$ cat config.mk
export PLATFORM = sky130hd
export DESIGN_NAME = counting_seq_gen
export DESIGN_NICKNAME = d
export VERILOG_FILES = /design/src/rtl/counting_seq_gen.sv
export SDC_FILE = /design/constraint.sdc
export NUM_CORES = 1
export LEC_CHECK = 0
export ABC_CLOCK_PERIOD_IN_PS = 3650
export CORE_MARGIN = 3
export CORE_UTILIZATION = 60
export CTS_BUF_LIST = sky130_fd_sc_hd__clkbuf_2
export CTS_CLUSTER_DIAMETER = 150
export DETAILED_ROUTE_END_ITERATION = 10
export PLACE_DENSITY = 0.87
export RECOVER_POWER = 25
export SYNTH_ARGS = -nofsm -noshare
export SYNTH_HDL_FRONTEND = slang
export SYNTH_SLANG_ARGS = --single-unit
$ cat constraint.sdc
create_clock -name clk_i -period 3.65 [get_ports clk_i]
set_input_delay 0.73 -clock clk_i [delete_from_list [all_inputs] [get_ports clk_i]]
set_output_delay 0.73 -clock clk_i [all_outputs]
set_load 0.01 [all_outputs]
$ cat src/rtl/counting_seq_gen.sv
// counting_seq_gen
//   Frame transmitter for 2-bit symbols. When a start request is accepted, it sends
//   LEAD idle symbols (00) and then REPS triplets of 01,10,11, one symbol per clock.
//   The hold input stalls the sequencer and freezes the symbol bus. All outputs are
//   registered.
//
// Parameters
//   LEAD   number of 00 symbols sent before the first triplet (0 allowed)
//   REPS   number of 01,10,11 triplets per frame (0 allowed)
//   CNT_W  width of the internal counters and of sym_cnt_o; LEAD and REPS < 2**CNT_W
//
// Ports
//   clk_i      rising-edge clock
//   reset_i    synchronous active-high reset
//   start_i    frame request; accepted only when idle and not held
//   hold_i     stall: freezes state, counters, num_o and sym_cnt_o while busy
//   num_o      current symbol
//   valid_o    num_o carries a newly emitted symbol this cycle
//   busy_o     frame in progress
//   done_o     one-cycle pulse after the last symbol of a frame
//   sym_cnt_o  symbols emitted in the current or last frame

module counting_seq_gen #(
   parameter int unsigned LEAD  = 2,
   parameter int unsigned REPS  = 1,
   parameter int unsigned CNT_W = 8
) (
   input  logic             clk_i,
   input  logic             reset_i,
   input  logic             start_i,
   input  logic             hold_i,
   output logic [1:0]       num_o,
   output logic             valid_o,
   output logic             busy_o,
   output logic             done_o,
   output logic [CNT_W-1:0] sym_cnt_o
);

   // StArm is the cycle between the accepting edge and the first emitted symbol.
   // It also holds busy high for one cycle in a frame with no symbols at all.
   typedef enum logic [2:0] {
      StIdle,
      StArm,
      StLead,
      StP1,
      StP2,
      StP3,
      StFin
   } state_e;

   localparam logic [CNT_W-1:0] LeadC  = CNT_W'(LEAD);
   localparam logic [CNT_W-1:0] RepsC  = CNT_W'(REPS);
   localparam logic [CNT_W-1:0] CntOne = CNT_W'(1);

   // State that follows the lead-in, and the first state of a frame.
   localparam state_e AfterLead = (REPS != 0) ? StP1 : StFin;
   localparam state_e FirstSt   = (LEAD != 0) ? StLead : AfterLead;

   state_e           state_q, state_d;
   logic [CNT_W-1:0] lead_cnt_q, lead_cnt_d;
   logic [CNT_W-1:0] rep_cnt_q, rep_cnt_d;
   logic [CNT_W-1:0] sym_cnt_q, sym_cnt_d;
   logic [1:0]       num_q, num_d;
   logic             valid_q, valid_d;
   logic             busy_q, busy_d;
   logic             done_q, done_d;

   // Sequencer step control
   logic   step;  // the sequencer moves to nxt on this edge
   state_e nxt;   // state entered when the sequencer steps

   function automatic logic [1:0] sym_of(input state_e s);
      logic [1:0] sym;
      sym = 2'b00;
      unique case (s)
         StP1:    sym = 2'b01;
         StP2:    sym = 2'b10;
         StP3:    sym = 2'b11;
         default: sym = 2'b00;
      endcase
      return sym;
   endfunction

   always_comb begin
      state_d    = state_q;
      lead_cnt_d = lead_cnt_q;
      rep_cnt_d  = rep_cnt_q;
      sym_cnt_d  = sym_cnt_q;
      num_d      = num_q;
      valid_d    = 1'b0;
      busy_d     = busy_q;
      done_d     = 1'b0;
      step       = 1'b0;
      nxt        = state_q;

      unique case (state_q)
         StIdle: begin
            if (start_i && !hold_i) begin
               state_d    = StArm;
               lead_cnt_d = '0;
               rep_cnt_d  = '0;
               sym_cnt_d  = '0;
               num_d      = 2'b00;
               busy_d     = 1'b1;
            end
         end
         StArm: begin
            step = !hold_i;
            nxt  = FirstSt;
         end
         StLead: begin
            // lead_cnt_q already includes the 00 currently on the bus.
            step = !hold_i;
            nxt  = (lead_cnt_q < LeadC) ? StLead : AfterLead;
         end
         StP1: begin
            step = !hold_i;
            nxt  = StP2;
         end
         StP2: begin
            step = !hold_i;
            nxt  = StP3;
         end
         StP3: begin
            step = !hold_i;
            nxt  = ((rep_cnt_q + CntOne) < RepsC) ? StP1 : StFin;
            if (step) begin
               rep_cnt_d = rep_cnt_q + CntOne;
            end
         end
         StFin: begin
            // hold is ignored here so the done pulse is never stretched.
            state_d = StIdle;
         end
         default: begin
            state_d = StIdle;
            num_d   = 2'b00;
            busy_d  = 1'b0;
         end
      endcase

      if (step) begin
         state_d = nxt;
         if (nxt == StFin) begin
            num_d  = 2'b00;
            busy_d = 1'b0;
            done_d = 1'b1;
         end else begin
            num_d     = sym_of(nxt);
            valid_d   = 1'b1;
            sym_cnt_d = sym_cnt_q + CntOne;
            if (nxt == StLead) begin
               lead_cnt_d = lead_cnt_q + CntOne;
            end
         end
      end
   end

   always_ff @(posedge clk_i) begin
      if (reset_i) begin
         state_q    <= StIdle;
         lead_cnt_q <= '0;
         rep_cnt_q  <= '0;
         sym_cnt_q  <= '0;
         num_q      <= 2'b00;
         valid_q    <= 1'b0;
         busy_q     <= 1'b0;
         done_q     <= 1'b0;
      end else begin
         state_q    <= state_d;
         lead_cnt_q <= lead_cnt_d;
         rep_cnt_q  <= rep_cnt_d;
         sym_cnt_q  <= sym_cnt_d;
         num_q      <= num_d;
         valid_q    <= valid_d;
         busy_q     <= busy_d;
         done_q     <= done_d;
      end
   end

   assign num_o     = num_q;
   assign valid_o   = valid_q;
   assign busy_o    = busy_q;
   assign done_o    = done_q;
   assign sym_cnt_o = sym_cnt_q;

   // Output relationships that must hold in every cycle outside reset.
   a_valid_busy: assert property (@(posedge clk_i) disable iff (reset_i)
      valid_o |-> busy_o);
   a_done_quiet: assert property (@(posedge clk_i) disable iff (reset_i)
      done_o |-> (!busy_o && !valid_o && num_o == 2'b00));
   a_done_pulse: assert property (@(posedge clk_i) disable iff (reset_i)
      done_o |=> !done_o);

endmodule

# After elaboration in Yosys (flattened, before gate mapping)
# Index checks and enable logic that the tools add are counted.
op_classes:
  n_eq_ne: 16
  n_lt_le_gt_ge: 2
  muxes: 30
  addsub: 3
  reduce_logical: 10
  bitwise: 1
ops:
  columns: ["cell", "count"]
  rows:
  - ["8-bit two-way mux", 11]
  - ["8-bit by 1-bit adder with 8-bit output (second input constant)", 3]
  - ["3-bit equality test (second input constant)", 6]
  - ["8-bit one-hot mux with 2 select lines", 1]
  - ["3-bit one-hot mux with 5 select lines", 1]
  - ["3-bit by 2-bit equality test with 1-bit output (second input constant)", 4]
  - ["3-bit two-way mux", 3]
  - ["8-bit by 1-bit less-than comparator with 1-bit output (second input constant)", 1]
  - ["8-bit by 2-bit less-than comparator with 1-bit output (second input constant)", 1]
  - ["1-bit two-way mux", 7]
  - ["2-bit two-way mux", 3]
  - ["2-bit one-hot mux with 3 select lines", 1]
  - ["3-bit one-hot mux with 2 select lines", 1]
  - ["6-bit OR reduction", 1]
  - ["5-bit OR reduction", 1]
  - ["2-bit by 1-bit != test with 1-bit output (second input constant)", 2]
  - ["2-bit != test (second input constant)", 2]
  - ["2-bit one-hot mux with 2 select lines", 1]
  - ["2-bit AND reduction", 2]
  - ["3-bit by 1-bit equality test with 1-bit output (second input constant)", 1]
  - ["3-bit zero test", 1]
  - ["3-bit != test (second input constant)", 1]
  - ["3-bit AND reduction", 1]
  - ["1-bit one-hot mux with 2 select lines", 1]
  - ["5 further kinds", 5]
word_totals:
  reg_bits: 32
  inputBits: 4
  elab_cells: 70
  out_inout_bits: 13

# Logic depth before layout (Yosys ltp)
# Gate-level depths: netlist of the first run.
logic_depth:
  depth_word: 8
  depth_mapped: 8
  mapped_depth_nobuf: 7

# Worst setup path before layout of the first run
# OpenSTA, ideal clock, no wires.
synth_path:
  kind: "reg2reg"
  from: "reg rep_cnt_q[0]"
  to: "reg sym_cnt_q[2], in the netlist sym_cnt_o[2]"
  arrival_time_ns: 2.111
  setup_ns: 0.074
  period_less_slack_ns: 2.186
  required_ns: 3.576
  n_path_buf: 1
  path_stages_with_launch: 9
  path_slack_ns: 1.464
  path_cell_list: "dfxtp_1 -> ha_1 -> and3_2 -> nor4_1 -> or3_4 -> a31o_2 -> or3_1 -> buf_2 -> a31oi_1"
synth_between:
  elab_chain_cells: 7
synth_lines:
  columns: ["item", "line", "rtl"]
  rows:
  - ["start: declaration", "61", "logic [CNT_W-1:0] rep_cnt_q, rep_cnt_d;"]
  - ["start signal: assignment", "172", "rep_cnt_q <= rep_cnt_d;"]
  - ["8-bit by 1-bit adder with 8-bit output", "126", "nxt = ((rep_cnt_q + CntOne) < RepsC) ? StP1 : StFin;"]
  - ["8-bit by 1-bit less-than comparator with 1-bit output", "126", null]
  - ["3-bit two-way mux", "126", null]
  - ["3-bit one-hot mux with 5 select lines", "96", "unique case (state_q)"]
  - ["3-bit equality test", "144", "if (nxt == StFin) begin"]
  - ["8-bit two-way mux", "144", null]
  - ["8-bit two-way mux", "142", "if (step) begin"]
  - ["end signal: assignment", "173", "sym_cnt_q <= sym_cnt_d;"]
  - ["end: declaration", "62", "logic [CNT_W-1:0] sym_cnt_q, sym_cnt_d;"]
# Every way passes these cells.
# A chain may end at the register's enable or synchronous reset.

# Worst setup path in the final report of the first run
layout_path:
  from: "in hold_i"
  to: "reg lead_cnt_q[7]"
layout_between:
  elab_chain_cells: 7
  elab_cells_between_ends: 8
  classes_between: "6 x mux; 2 x reduce/logical"
layout_lines:
  columns: ["item", "line", "rtl"]
  rows:
  - ["start: declaration", "31", "input logic hold_i,"]
  - ["1-bit zero test *", null, null]
  - ["1-bit logical AND", "98", "if (start_i && !hold_i) begin"]
  - ["8-bit two-way mux", "98", null]
  - ["8-bit two-way mux", "96", null]
  - ["8-bit two-way mux", "152", "if (nxt == StLead) begin"]
  - ["8-bit two-way mux", "144", null]
  - ["8-bit two-way mux *", "142", null]
  - ["end signal: assignment", "171", "lead_cnt_q <= lead_cnt_d;"]
  - ["end: declaration", "60", "logic [CNT_W-1:0] lead_cnt_q, lead_cnt_d;"]
# Mark *: on every way between the ends. The rest lies on a longest branch, timed or not.

==> results of run 1 <==
## routing by layer
layer  track usage [%]  wire length, um
met1              28.7             1790
met2              35.3             1800
met3              5.74              168
met4              13.3               85
met5                 0                0
## through the flow
stage	cell area [um^2]	hold slack (ns)	util (%)	power, mW
CTS	1970	0.490	71.0	0.587
global route	1970	0.509	70.9	0.606
global placement	1940	0.462	69.6	0.421
finish	1970	0.482	70.9	0.580
detailed placement	1940	0.470	69.6	0.422
floorplan	1780	0.452	-	0.404
## critical path, cell delays in order
cell	delay [ns]
dlygate4sd3_1	0.71
nor2_1	0.20
a21boi_0	0.59
nand4_1	0.18
or2_2	0.31
a21oi_1	0.13
## power by group
group / total, mW / switching, mW / leakage [nW] / internal [mW]
registers: 0.361 / 0.00735 / 0.258 / 0.354
clock network: 0.167 / 0.116 / 0.0306 / 0.0512
logic: 0.0513 / 0.0306 / 0.472 / 0.0207
total: 0.580 / 0.154 / 0.761 / 0.426
## how the worst min path moves through the flow
stage                        from  slack [ns]  cells past startpoint             to
floorplan           lead_cnt_q[7]        0.45                      2  lead_cnt_q[7]
global placement    lead_cnt_q[7]        0.46                      2  lead_cnt_q[7]
detailed placement       num_o[0]        0.47                      2       num_o[0]
CTS                      num_o[0]        0.49                      2       num_o[0]
global route        lead_cnt_q[7]        0.51                      2  lead_cnt_q[7]
finish                   num_o[0]        0.48                      2       num_o[0]
## cells by family (layout without fill, tap and decap cells)
logic type	count (synthesis)	in the layout
and+or+nand+nor	99	99
xor gates and xnor gates	1	1
DFF	32	32
buffers and inverters	19	32
muxes	1	1
adders and majority gates	4	4
AOI/OAI and AO/OA	75	75
## final cells by class
type                    instances  area share [%]
flip-flops and latches         32            32.5
clock buffers                   7            1.78
multi-input cells             180            53.5
clock inverters                 1           0.190
well taps                      31            1.97
inverters                       6            1.14
repair buffers                 18            8.89
## placed cells by master (no fill, tap or decap), types with 8 or more instances in the layout
cell / Yosys / final
a21oi_1: 24 / 24
a31oi_1: 8 / 8
dfxtp_1: 32 / 32
dlygate4sd3_1: 0 / 9
nand2_1: 12 / 12
nand2b_1: 9 / 9
nand3_1: 9 / 9
nor2_1: 25 / 25
o21ai_0: 24 / 24
## state kept, by name (all words and copies together), names as in the netlist
| name | count |
|---|---|
| busy_o | 1 |
| num_o | 2 |
| lead_cnt_q | 8 |
| rep_cnt_q | 8 |
| sym_cnt_o | 8 |
| valid_o | 1 |
| done_o | 1 |
| state_q | 3 |
==> reports/results.txt, run 1 <==
FILL cells: 233
maximum VDD drop: 0.248 mV
reg2reg path depth: 7
DRT antenna net count: 0
xor and xnor fraction of the mapped netlist area: 0.492%
Worst setup SP type: input pin
FF-to-FF Start: rep_cnt_q[0]
dpl cells: 267
Crit. End Element: flop
top-area cell type share of the netlist area: 36.0%
synthesized flop and latch total: 32
area of the multi-input gates: 1050 um^2
Compound-Gate Fraction of Synth Area: 25.6%
First-pass DRT Iterations: 4
syn nets: 239
WL/cell: 14.0 um
core area: 2780 um^2
RR Endpoint: sym_cnt_o[6]
initial core utilization: 64.0%
PwrDens: 294 nW/um^2
crit path DAT: 2.85 ns
simple-gate share of the synthesized area: 30.0%
vias per std cell: 6.15
Post-synth EDFFs: 0
Slew HR: 54.1%
drt first-iter violations: 70
WP data required: 3.98 ns
first-pass GRT wire length: 6220 um
Post-Place Worst Slack: 0.855 ns
# rows: 19
Seq/Total Area, Yosys: 36.0%
async set-or-reset flop fraction in the synthesized netlist: 0%
Syn Inst Count: 231
latest clock arrival within the worst-skew pair: 0.39 ns
worst setup margin: 1.13 ns
synth unique cells: 46
HP Class: flop to flop
fraction of layout cells with a size suffix above 1: 7.38%
Die H: 60.5 um
H-tree levels: 2
Die Width: 60.5 um
DIE AREA: 3650 um^2
Hold Vio Cnt, Final: 0
root cell of the clock tree: clkbuf_2
Post-Route WL: 3840 um
count leader, synth: dfxtp_1
P&R area growth vs syn: 10.8%
worst slew pin tran: 0.683 ns
synthesized area per cell: 7.70 um^2
CTS tree: done
IO buf count: 16
largest family of logic cells by synthesized area: simple AND/OR/NAND/NOR gates
largest net degree at the start of global routing: 19
Final Skew: 0.0122 ns
total CTS buffers: 5
Setup TNS: 0 ns
top post-synthesis cells by count: dfxtp_1 (32), nor2_1 (25), a21oi_1 (24), o21ai_0 (24), nand2_1 (12)
GRT Resource Usage Total: 22.8%
clock sink count: 32
Primary FF master, synth: dfxtp_1
post-synthesis mux area share: 0.633%
final setup vio count: 0
YS warnings: 0
total setup buffers inserted after CTS: 0
Post-Syn Area: 1780 um^2
Nets: 251
fin crit period: 2.52 ns
fmax: 397 MHz
vias in the first global route: 1413
leakage: 0.761 nW
Reg area: 641 um^2
Post-route DRC: 0
worst-path maximum fanout: 14
CP startpoint: hold_i
reg2reg setup slack: 1.16 ns
Final Non-Filler Cells: 275
post-synthesis adder-cell area fraction: 2.81%
top cells by area, synth: dfxtp_1 (36%), a21oi_1 (6.8%), o21ai_0 (6.8%), nor2_1 (5.3%), nand2b_1 (3.2%)
clock-pin slew on the worst setup and hold paths: 0.15 ns
Hold Buf Count CTS: 0
Critical Path Sink: lead_cnt_q[7]
GRT overflow: 0
CTS resizes: 0
unrepaired setup endpoints after global routing: no
CP Class: input pin to flop
outcome: finished clean
Clock Path Buffers: 2
# Max-Cap Violations: 0
I/O pins: 17
initial antenna violation count: 0
Placer Congestion: 0.877
hpwl dp: 2660 um
Pins Over Slew Limit: 0
Yosys top cell by area: dfxtp_1
via count: 1691
final worst-path cycle share: 69.0%
ant diodes: 0
(Power assumes the default switching activity.)
==> inputs of run 2 (changes only) <==
--- a/config.mk
+++ b/config.mk
@@ -5,13 +5,13 @@
 export SDC_FILE = /design/constraint.sdc
 export NUM_CORES = 1
 export LEC_CHECK = 0
-export ABC_CLOCK_PERIOD_IN_PS = 3650
+export ABC_CLOCK_PERIOD_IN_PS = 2400
 export CORE_MARGIN = 3
-export CORE_UTILIZATION = 60
+export CORE_UTILIZATION = 59
 export CTS_BUF_LIST = sky130_fd_sc_hd__clkbuf_2
 export CTS_CLUSTER_DIAMETER = 150
 export DETAILED_ROUTE_END_ITERATION = 10
-export PLACE_DENSITY = 0.87
+export PLACE_DENSITY = 0.86
 export RECOVER_POWER = 25
 export SYNTH_ARGS = -nofsm -noshare
 export SYNTH_HDL_FRONTEND = slang
==> constraint.sdc (replaced) <==
create_clock -name clk_i -period 2.4 [get_ports clk_i]
set_input_delay 0.48 -clock clk_i [delete_from_list [all_inputs] [get_ports clk_i]]
set_output_delay 0.48 -clock clk_i [all_outputs]
set_load 0.01 [all_outputs]
==> run 2 against run 1 <==
Net effect: total power increased by 53%; global-route usage up 0.33 points; cell area is 3.2% higher; worst hold slack improved by 0.012 ns; clock-buffer cell count fell by 2; register-to-register slack worse by 0.95 ns; clock skew is 0.0053 ns higher; combinational power rose by 69%; utilization increased by 1.6 points; flip-flop and latch count did not move; worst setup slack got worse by 0.92 ns; routed wire length shrank 0.55%; critical path type is now flop to flop; largest cell class unchanged.
==> reports/results.txt, run 2 (synthesis results as in run 1) <==
Worst setup SP type: flop
First-pass DRT Iterations: 4 (unchanged)
maximum VDD drop: 0.311 mV (+25%)
DIE AREA: 3710 um^2 (+1.5%)
vias per std cell: 6.24 (+1.5%)
Pins Over Slew Limit: 0 (unchanged)
root cell of the clock tree: clkbuf_2
H-tree levels: 2 (unchanged)
fraction of layout cells with a size suffix above 1: 10.7% (+3.3 points)
clock sink count: 32 (unchanged)
worst-path maximum fanout: 8 (-6)
clock-pin slew on the worst setup and hold paths: 0.17 ns (+0.02 ns)
critical-path cell list: ha_1 -> buf_4 -> nand4_1 -> nor3_1 -> or3_4 -> a31o_2 -> or3_1 -> a31oi_1
Slowest-stage cell, CP: or3_1
Nets: 259 (+3.2%)
P&R area growth vs syn: 14.3%
Clock Path Buffers: 2 (unchanged)
I/O pins: 17 (unchanged)
outcome: finished clean
initial core utilization: 63.4% (-0.54 points)
met2 routed WL: 1740 um (-3.6%)
worst slew pin tran: 0.573 ns (-0.110 ns)
DRT antenna net count: 0 (unchanged)
Max Used Layer: met4
largest net degree at the start of global routing: 15 (-4)
P_sw: 0.246 mW (+59%)
# Max-Cap Violations: 0 (unchanged)
drt first-iter violations: 161 (+130%)
CTS tree: done
commonest non-fill, non-tap cells in the layout: dfxtp_1 (31), nor2_1 (25), o21ai_0 (24), a21oi_1 (24), nand2_1 (12)
HP Class: flop to flop
Comb pwr share: 9.8% (+1.0 points)
WP data required: 2.72 ns (-1.26 ns)
IO buf count: 16 (unchanged)
reg2reg path depth: 8 (+1)
first-pass GRT wire length: 6530 um (+4.9%)
met3 wire len: 237 um (+41%)
CP startpoint: rep_cnt_q[1]
worst hold stages: 2 (unchanged)
post-layout util: 72.5% (+1.6 points)
via count: 1766 (+4.4%)
latest clock arrival within the worst-skew pair: 0.38 ns (about the same)
RR Endpoint: sym_cnt_o[5]
fin crit period: 2.19 ns
leakage: 0.793 nW (+4.1%)
PwrDens: 436 nW/um^2 (+48%)
GRT overflow: 0 (unchanged)
Clock power frac: 28.3% (-0.5 points)
ant diodes: 0 (unchanged)
hpwl dp: 2740 um (+2.9%)
crit path DAT: 2.51 ns (-0.34 ns)
vias in the first global route: 1518 (+7.4%)
Hold Vio Cnt, Final: 0 (unchanged)
Internal: 0.640 mW (+50%)
CP Class: flop to flop
Crit. End Element: flop
final setup vio count: 0 (unchanged)
Hold Path End: num_o[0]
total CTS buffers: 5 (unchanged)
Die Width: 60.9 um (+0.76%)
reg2reg setup slack: 0.21 ns (-0.95 ns)
final worst-path cycle share: 91.2%
unrepaired setup endpoints after global routing: no
Post-Route WL: 3820 um (-0.55%)
CP max stage delay: 0.42 ns (-0.29 ns)
Final Skew: 0.0175 ns (+0.00530 ns)
Die H: 60.9 um (+0.76%)
FF-to-FF Start: rep_cnt_q[1]
fmax: 457 MHz
commonest non-fill, non-tap cell in the layout: dfxtp_1
GRT Resource Usage Total: 23.1% (+0.33 points)
Placer Congestion: 0.859 (-2.1%)
core area: 2810 um^2 (+0.85%)
Slew HR: 61.5% (+7.4 points)
critical hold path startpoint: num_o[0]
Hold Buf Count CTS: 0 (unchanged)
Setup TNS: 0 ns (unchanged)
initial antenna violation count: 0 (unchanged)
WL/cell: 13.5 um (-3.4%)
Post-route DRC: 0 (unchanged)
Switching Share: 27.7% (+1.2 points)
# rows: 19 (unchanged)
Reg power frac: 61.8% (-0.5 points)
M1 WL: 1780 um (-0.22%)
[run 2: changes by cell type in the layout (fill, tap and decap cells not counted)]
cell	change
a2111oi_0	-1
a2111oi_1	+1
a21boi_0	-1
a21boi_2	+1
buf_4	+7
clkbuf_1	+1
clkbuf_2	-2
clkdlybuf4s50_1	+2
clkinv_2	+2
dfxtp_1	-1
dfxtp_2	+1
dlygate4sd3_1	-2
[run 2: per-stage QoR]
stage                     power (mW)  cells  area, um^2  hold WS (ns)  setup slack [ns]
after floorplan                0.614    231        1780         0.452             0.214
after global placement         0.645    275        2000         0.460             0.160
after detailed placement       0.646    275        2000         0.474            0.0792
after CTS                      0.891    283        2030         0.505             0.131
after global routing           0.926    283        2030         0.524            0.0763
final                          0.886    283        2030         0.494             0.212
[run 2: worst max-delay path by stage]
stage / depth (start not counted) / slack, ns / end
after global routing: 8 / 0.08 / sym_cnt_o[6]
final: 8 / 0.21 / sym_cnt_o[5]
after floorplan: 8 / 0.21 / sym_cnt_o[2]
after global placement: 7 / 0.16 / sym_cnt_o[4]
after detailed placement: 7 / 0.08 / sym_cnt_o[5]
after CTS: 7 / 0.13 / sym_cnt_o[5]
[run 2: power by group through the flow]
stage	clock (mW)	sequential, mW	combinational, mW
after CTS	0.255	0.548	0.0878
after global routing	0.279	0.549	0.0968
final	0.251	0.548	0.0869
after global placement	0	0.559	0.0859
after floorplan	0	0.556	0.0586
after detailed placement	0	0.559	0.0875
[run 2: timing repair]
item                                    in CTS  in global routing
setup buffers                                0                  0
gates resized for setup                      0                  2
endpoints found under the setup margin       0                  1
[run 2: area by class of cell]
class                   instances  area [um^2]
clock buffers                   5         25.0
clock inverters                 3         13.8
fillers                       233          772
inverters                       6         22.5
multi-input cells             180         1060
flip-flops and latches         32          642
well taps                      31         38.8
repair buffers                 26          231
[run 2: per-layer routing]
metal	GRT usage (%)	up-vias
met1	30.1	809
met2	35.6	57
met3	5.96	8
met5	0	-
li1	-	892
met4	11.1	0
[run 2: critical path, delay by kind of cell (launching register included)]
family,cells,cell delay (ns)
buffers and inverters,1,0.16
AOI/OAI and AO/OA,2,0.42
adders and majority gates,1,0.21
and+or+nand+nor,4,0.97
DFF,1,0.39
==> inputs of run 3 (changes only) <==
--- a/config.mk
+++ b/config.mk
@@ -6,12 +6,14 @@
 export NUM_CORES = 1
 export LEC_CHECK = 0
 export ABC_CLOCK_PERIOD_IN_PS = 2400
+export CELL_PAD_IN_SITES_DETAIL_PLACEMENT = 1
+export CELL_PAD_IN_SITES_GLOBAL_PLACEMENT = 2
 export CORE_MARGIN = 3
-export CORE_UTILIZATION = 59
+export CORE_UTILIZATION = 34
 export CTS_BUF_LIST = sky130_fd_sc_hd__clkbuf_2
 export CTS_CLUSTER_DIAMETER = 150
 export DETAILED_ROUTE_END_ITERATION = 10
-export PLACE_DENSITY = 0.86
+export PLACE_DENSITY = 0.84
 export RECOVER_POWER = 25
 export SYNTH_ARGS = -nofsm -noshare
 export SYNTH_HDL_FRONTEND = slang
==> run 3 against run 2 <==
Net effect: routed wire length increased by 27%; first-iteration DRC count decreased by 47%; sequential power about the same; largest power group unchanged.
==> reports/results.txt, run 3 (synthesis results as in run 1) <==
initial antenna violation count: 0 (unchanged)
maximum VDD drop: 0.191 mV (-38%)
Die Width: 78.3 um (+29%)
CTS tree: done
Hold Vio Cnt, Final: 0 (unchanged)
via count: 1795 (+1.6%)
Nets: 265 (+2.3%)
Hold Path End: lead_cnt_q[7]
delay-heaviest family, CP: simple AND/OR/NAND/NOR gates
worst slew pin tran: 0.652 ns (+0.0790 ns)
commonest non-fill, non-tap cell in the layout: dfxtp_1
commonest non-fill, non-tap cells in the layout: dfxtp_1 (32), nor2_1 (25), o21ai_0 (24), a21oi_1 (24), buf_4 (13)
DIE AREA: 6140 um^2 (+65%)
total setup buffers inserted after CTS: 0 (unchanged)
Post-Route WL: 4860 um (+27%)
fmax: 451 MHz (-1.3%)
WP data required: 2.71 ns (about the same)
# Max-Cap Violations: 0 (unchanged)
worst setup margin: 0.183 ns (-0.0287 ns)
total CTS buffers: 5 (unchanged)
final setup vio count: 0 (unchanged)
FF-to-FF Start: rep_cnt_q[0]
reg2reg setup slack: 0.18 ns (-0.03 ns)
largest net degree at the start of global routing: 14 (-1)
initial core utilization: 36.5% (-27 points)
drt first-iter violations: 85 (-47%)
unrepaired setup endpoints after global routing: no
Worst setup SP type: flop
Post-route DRC: 0 (unchanged)
clock sink count: 32 (unchanged)
ant diodes: 0 (unchanged)
crit path DAT: 2.53 ns (+0.02 ns)
worst hold stages: 2 (unchanged)
Crit. End Element: flop
WL/cell: 15.0 um (+11%)
final worst-path cycle share: 92.4% (+1.2 points)
FILL cells: 635 (+170%)
CP max stage delay: 0.43 ns (about the same)
RR Endpoint: sym_cnt_o[5]
Die H: 78.3 um (+29%)
Post-Place Worst Slack: 0.0663 ns (-0.0129 ns)
GRT overflow: 0 (unchanged)
first-pass GRT wire length: 8330 um (+28%)
root cell of the clock tree: clkbuf_2
CP Class: flop to flop
Hold Buf Count CTS: 0 (unchanged)
Final Skew: 0.0109 ns (-0.00658 ns)
core area: 4880 um^2 (+74%)
Setup TNS: 0 ns (unchanged)
P&R area growth vs syn: 20.3%
outcome: finished clean
critical-path cell list: ha_1 -> and3_2 -> nor4_1 -> or3_4 -> a31o_2 -> or3_1 -> a31oi_1
critical hold path startpoint: lead_cnt_q[7]
HP Class: flop to flop
hpwl dp: 3620 um (+32%)
number of buffers and inverters on the critical path: 0 (-1)
Clock Path Buffers: 2 (unchanged)
I/O pins: 17 (unchanged)
IO buf count: 16 (unchanged)
CTS resizes: 0 (unchanged)
Pins Over Slew Limit: 0 (unchanged)
vias per std cell: 5.52 (-11%)
H-tree levels: 2 (unchanged)
worst-path maximum fanout: 6 (-2)
First-pass DRT Iterations: 4 (unchanged)
reg2reg path depth: 7 (-1)
Slew HR: 56.2% (-5.3 points)
GRT Resource Usage Total: 17.1% (-6.0 points)
fin crit period: 2.22 ns (+0.0287 ns)
clock-pin slew on the worst setup and hold paths: 0.18 ns (about the same)
Placer Congestion: 0.812 (-5.5%)
DRT antenna net count: 0 (unchanged)
# rows: 25 (+6)
fraction of layout cells with a size suffix above 1: 12.0% (+1.3 points)
leakage: 0.821 nW (+3.5%)
vias in the first global route: 1738 (+14%)
Slowest-stage cell, CP: or3_1
PwrDens: 479 nW/um^2 (+9.9%)
latest clock arrival within the worst-skew pair: 0.38 ns (about the same)
-- run 3: cell types whose count changed in the layout (fill, tap and decap cells not counted), moves of 2 or more --
cell             previous run  this run
buf_4                       9        13
clkbuf_1                    1         3
clkdlybuf4s50_1             9        11
dlygate4sd3_1               7         5
-- run 3: per-layer routing --
| layer | vias to the layer above | wire [um] | global-route usage (%) |
|---|---|---|---|
| met5 | - | 0 | 0 |
| met1 | 861 | 2260 | 21.5 |
| met2 | 27 | 2340 | 28.6 |
| met3 | 5 | 193 | 3.56 |
| met4 | 0 | 60 | 6.64 |
| li1 | 902 | - | - |
-- run 3: cell type report --
class	instances	area (um^2)	area share [%]
repair buffers	32	269	12.6
flip-flops and latches	32	641	29.9
well taps	67	83.8	3.92
clock buffers	6	30.0	1.40
multi-input cells	180	1060	49.5
inverters	6	22.5	1.05
clock inverters	2	35.0	1.64
-- run 3: how the worst max path moves through the flow --
stage | from | endpoint | slack (ns) | cells past startpoint
after global routing | rep_cnt_q[0] | sym_cnt_o[5] | 0.03 | 7
final | rep_cnt_q[0] | sym_cnt_o[5] | 0.18 | 7
after CTS | rep_cnt_q[0] | sym_cnt_o[2] | 0.15 | 7
after detailed placement | hold_i | lead_cnt_q[6] | 0.07 | 7
after global placement | hold_i | sym_cnt_o[2] | 0.11 | 7
after floorplan | rep_cnt_q[0] | sym_cnt_o[2] | 0.21 | 8
-- run 3: worst reg2reg max path, stage by stage, from the launching register on --
cell and delay, ns:
dfxtp_1 0.38, ha_1 0.21, and3_2 0.25, nor4_1 0.06, or3_4 0.38, a31o_2 0.25, or3_1 0.43, a31oi_1 0.21
-- run 3: metrics by stage --
stage,cell area (um^2),util [%],hold WS (ns),cells,power [mW]
3_5_place_dp,2090,42.7,0.474,317,0.657
4_1_cts,2150,44.1,0.495,325,1.04
6_report,2140,43.8,0.490,325,1.02
3_3_place_gp,2090,42.7,0.465,317,0.657
2_1_floorplan,1780,-,0.452,231,0.614
5_1_grt,2140,43.8,0.521,325,1.08
-- run 3: where the power goes --
part           internal (mW)  switching, mW  leakage [nW]
sequential             0.539        0.00751         0.258
clock                  0.179          0.202        0.0430
combinational         0.0403         0.0559         0.519
